<file path="src/rtl/hazard_ctrl.sv">
// Hazard controller for the 5-stage RV32 pipeline: stall/flush enables, operand
// forwarding selects and stall/flush performance counters.
module hazard_ctrl #(
    parameter int unsigned CNT_WIDTH = 32,
    parameter logic [1:0]  LOAD_SRC  = 2'b01
) (
    input  logic                 clk,
    input  logic                 rst,
    input  logic [4:0]           rs1_d,
    input  logic [4:0]           rs2_d,
    input  logic [4:0]           rd_d,
    input  logic                 reg_write_d,
    input  logic [1:0]           result_src_d,
    input  logic                 pc_src_e,
    input  logic                 mem_busy_m,
    output logic                 stall_f,
    output logic                 stall_d,
    output logic                 flush_d,
    output logic                 stall_e,
    output logic                 flush_e,
    output logic                 stall_m,
    output logic [1:0]           forward_a_e,
    output logic [1:0]           forward_b_e,
    output logic [CNT_WIDTH-1:0] stall_cnt,
    output logic [CNT_WIDTH-1:0] flush_cnt
);

    logic [4:0] e_rs1, e_rs2, e_rd, m_rd, w_rd;
    logic       e_wr, e_ld, m_wr, w_wr;
    logic       ld_d, lu, busy, redirect, lu_stall;

    function automatic logic [1:0] fwd_sel(input logic [4:0] x, input logic mw,
                                           input logic [4:0] mrd, input logic ww,
                                           input logic [4:0] wrd);
        if (mw && mrd != 5'd0 && mrd == x) return 2'b10;
        if (ww && wrd != 5'd0 && wrd == x) return 2'b01;
        return 2'b00;
    endfunction

    always_comb begin
        ld_d = (result_src_d == LOAD_SRC);
        lu   = e_ld & e_wr & (e_rd != 5'd0) & ((e_rd == rs1_d) | (e_rd == rs2_d));
        // Outputs are forced low while reset is held, whatever the inputs do.
        busy     = mem_busy_m & ~rst;
        redirect = pc_src_e & ~mem_busy_m & ~rst;
        lu_stall = lu & ~pc_src_e & ~mem_busy_m & ~rst;

        stall_f = busy | lu_stall;
        stall_d = busy | lu_stall;
        stall_e = busy;
        stall_m = busy;
        flush_d = redirect;
        flush_e = redirect | lu_stall;

        forward_a_e = fwd_sel(e_rs1, m_wr, m_rd, w_wr, w_rd);
        forward_b_e = fwd_sel(e_rs2, m_wr, m_rd, w_wr, w_rd);
    end

    always_ff @(posedge clk or posedge rst) begin
        if (rst) begin
            e_rs1     <= '0;
            e_rs2     <= '0;
            e_rd      <= '0;
            e_wr      <= 1'b0;
            e_ld      <= 1'b0;
            m_rd      <= '0;
            m_wr      <= 1'b0;
            w_rd      <= '0;
            w_wr      <= 1'b0;
            stall_cnt <= '0;
            flush_cnt <= '0;
        end else begin
            if (mem_busy_m) begin
                // E and M hold; W receives a bubble.
                w_wr <= 1'b0;
            end else begin
                m_rd <= e_rd;
                m_wr <= e_wr;
                w_rd <= m_rd;
                w_wr <= m_wr;
                if (pc_src_e || lu) begin
                    e_rs1 <= '0;
                    e_rs2 <= '0;
                    e_rd  <= '0;
                    e_wr  <= 1'b0;
                    e_ld  <= 1'b0;
                end else begin
                    e_rs1 <= rs1_d;
                    e_rs2 <= rs2_d;
                    e_rd  <= rd_d;
                    e_wr  <= reg_write_d;
                    e_ld  <= ld_d;
                end
            end
            if (stall_f && stall_cnt != '1) stall_cnt <= stall_cnt + CNT_WIDTH'(1);
            if (flush_e && flush_cnt != '1) flush_cnt <= flush_cnt + CNT_WIDTH'(1);
        end
    end

endmodule

</file>
<file path="config.mk">
export PLATFORM = sky130hd
export DESIGN_NAME = hazard_ctrl
export DESIGN_NICKNAME = d
export VERILOG_FILES = /design/src/rtl/hazard_ctrl.sv
export SDC_FILE = /design/constraint.sdc
export NUM_CORES = 1
export LEC_CHECK = 0
export CORE_ASPECT_RATIO = 1.5
export CORE_MARGIN = 8
export CORE_UTILIZATION = 35
export DETAILED_ROUTE_END_ITERATION = 8
export HOLD_SLACK_MARGIN = 0.12
export PLACE_DENSITY = 0.69
export RECOVER_POWER = 50
export SKIP_CTS_REPAIR_TIMING = 1
export SYNTH_ARGS = -nofsm -noshare
export SYNTH_HDL_FRONTEND = slang
export SYNTH_SLANG_ARGS = --single-unit
</file>
<file path="constraint.sdc">
create_clock -name clk -period 5.1 [get_ports clk]
set_input_delay 0.51 -clock clk [delete_from_list [all_inputs] [get_ports clk]]
set_output_delay 0.51 -clock clk [all_outputs]
set_load 0.03 [all_outputs]
</file>
==> impl_metrics.json <==
{
  "drt-pass1-iter-count": 4,
  "cts_tree": "done",
  "io_buffers": 95,
  "nNetsFinal": 551,
  "dieArea_um2": 17260,
  "antenna_found_initial": 0,
  "finalMaxSlewViolations": 81,
  "critPathKind": "primary input to primary output",
  "fin_util_pct": 46.33,
  "viasPerCell": 5.152,
  "peakVddDrop_mv": 0.1996,
  "grt_pass1_wl_mm": 19.41,
  "die_y_um": 157.0,
  "maxUsedRoutingLayer": "met4",
  "timing.fmax_ghz": 0.2417,
  "p_leak_uw": 0.002815,
  "cp.required_ps": 4590,
  "grt_overflow": 0,
  "drive_gt1_share_pct": 6.604,
  "ys_ff_latch": 93,
  "fp.coreArea_um2": 12950,
  "global_route.usage.total_pct": 14.09,
  "syn_nets": 455,
  "end_kind": "primary output",
  "final-hold-violation-count": 0,
  "syn_to_final_growth_pct": 29.47,
  "grt_setup_unrepaired": "no",
  "syn_area_um2": 4636,
  "path_max_fanout": 34,
  "period_minus_slack_ps": 4138,
  "tns_ps": 0,
  "wirelength_mm": 11.79,
  "p_total_uw": 1865,
  "synth_async_sr_flop_share_pct": 100.0,
  "synth.top_cell.area_share_pct": 50.20,
  "ys_seq_area_share_pct": 50.20,
  "place.gp.congestion": 0.8586,
  "clkLatencyLatePin_ps": 330,
  "hold_path_class": "flip-flop to flip-flop",
  "critPathArrivalTime_ps": 3630,
  "via_count": 3550,
  "die_w_um": 110.0,
  "violations": "max-capacitance violations, max-slew violations",
  "grt_max_degree": 50,
  "powerDensity_nw_per_um2": 310.8,
  "num_antenna_cells": 0,
  "cts_buffers": 9,
  "drt_iter0_drc": 131,
  "wire_per_inst_um": 17.11,
  "startpoint_type": "primary input",
  "skew_ps": 8.717,
  "status": "finished with violations",
  "hpwl_mm": 8.792,
  "num_rows": 51,
  "synth_edf_count": 0,
  "synth_cells": 431,
  "slew_headroom_pct": -33.83,
  "synth_warnings": 0,
  "ios": 96,
  "ys_types": 45,
  "path_clk_slew_ps": 60,
  "drv_cap": 2,
  "synth_area_per_cell_um2": 10.76,
  "cts_max_path_buffers": 2,
  "wl_met3_um": 663,
  "start_util_pct": 35.79,
  "fin_ws_ps": 962.2,
  "finalSetupViolations": 0,
  "cts.sinks": 93,
  "worst_pin_slew_ps": 1997,
  "synth.area.top_cells": "dfrtp_1 (50%), xor2_1 (10%), xnor2_1 (6.8%)",
  "wl_met1_mm": 4.845,
  "synth_area_leader_cell": "dfrtp_1",
  "ant_nets": 0,
  "dp_slack_ps": 1832,
  "clk_root_buffer_cell": "clkbuf_16",
  "whs_ps": 484.9,
  "wl_met2_mm": 6.126,
  "fin_crit_sh_pct": 81.13,
  "grt_pass1_vias": 3774,
  "synthFlopType": "dfrtp_1",
  "ctsHtreeMaxLevel": 3,
  "drc": 0
}
cells in the mapped netlist (2+ instances only):
cell type  count
buf_6          5
xnor2_1       36
nor3_1        27
dfrtp_1       93
or3_1          3
o21ai_0        2
clkbuf_1       5
ha_1           2
and3_1         8
a22o_1        15
or4_1          4
nor2_1        23
xor2_1        54
nand4_1       19
nand3_1       25
inv_1         18
nor4_1        22
buf_4          3
nand2_1       30
mux2_2        11
nor2b_1        2
critical path, stage by stage:
cell and delay (ps):
clkdlybuf4s50_1 450, clkbuf_1 1160, nor2b_1 430, a31oi_1 240, inv_1 150, clkdlybuf4s50_1 680
kinds of logic after synthesis:
group	Yosys count	synth area share (%)
AND/OR/NAND/NOR	173	19.57
flip-flops	93	50.20
XOR/XNOR	91	17.35
buffers and inverters	31	3.563
AO/OA/AOI/OAI	28	5.641
multiplexers	13	3.131
adder cells (fa/ha/maj)	2	0.5397
layout make-up:
type / count / area [um^2]
clock buffers: 12 / 236.5
clock inverters: 2 / 60.06
fillers: 1207 / 6952
inverters: 18 / 68.82
multi-input cells: 307 / 2143
flip-flops and latches: 93 / 2327
well taps: 159 / 198.9
repair buffers: 98 / 967.2
placed cells by master (no fill, tap or decap), drive strengths merged, types with 2 or more instances in the layout:
master / count
nand3: 26
bufinv: 2
or2: 3
ha: 2
mux2: 12
nor3: 28
or3: 3
nand4: 19
clkbuf: 14
nor2: 23
inv: 17
o21ai: 2
clkdlybuf4s50: 30
nor2b: 2
and3: 9
xor2: 54
a22o: 16
or4: 4
nand2: 30
dfrtp: 93
nor4: 22
dlygate4sd3: 65
xnor2: 37
registers in the layout, indices dropped and copies added (netlist names):
name / count
e_rs2: 5
m_rd: 5
e_wr: 1
flush_cnt: 32
e_ld: 1
e_rs1: 5
e_rd: 5
stall_cnt: 32
w_rd: 5
m_wr: 1
w_wr: 1
per-stage QoR:
stage | instance area (um^2) | cells
floorplan | 4636 | 431
CTS | 6008 | 689
finish | 6002 | 689
detailed placement | 5712 | 675
global route | 6002 | 689
global placement | 5712 | 675
power breakdown:
| part | internal, uW | leakage (uW) | switching, uW |
|---|---|---|---|
| registers | 791 | 0.00119 | 82.8 |
| clock network | 425 | 0.000143 | 254 |
| logic | 138 | 0.00148 | 175 |
| total | 1350 | 0.00282 | 512 |
final timing paths:
kind | depth (start not counted) | from | endpoint | slack, ps
worst min register to register | 1 | stall_cnt[21] | stall_cnt[21] | 480
worst max register to register | 5 | e_rd[0] | e_ld | 2710
max in group asynchronous | 3 | rst | flush_cnt[20] | 1890
worst max-delay path | 6 | mem_busy_m | stall_f | 960
worst min-delay path | 1 | stall_cnt[21] | stall_cnt[21] | 480
min in group asynchronous | 2 | rst | e_rs1[2] | 1260
layer usage:
metal | up-vias | GRT usage [%]
li1 | 1702 | -
met5 | - | 0
met1 | 1763 | 16.65
met2 | 75 | 24.61
met3 | 10 | 2.947
met4 | 0 | 4.264
Note: power is estimated with default switching activity, not from simulation.
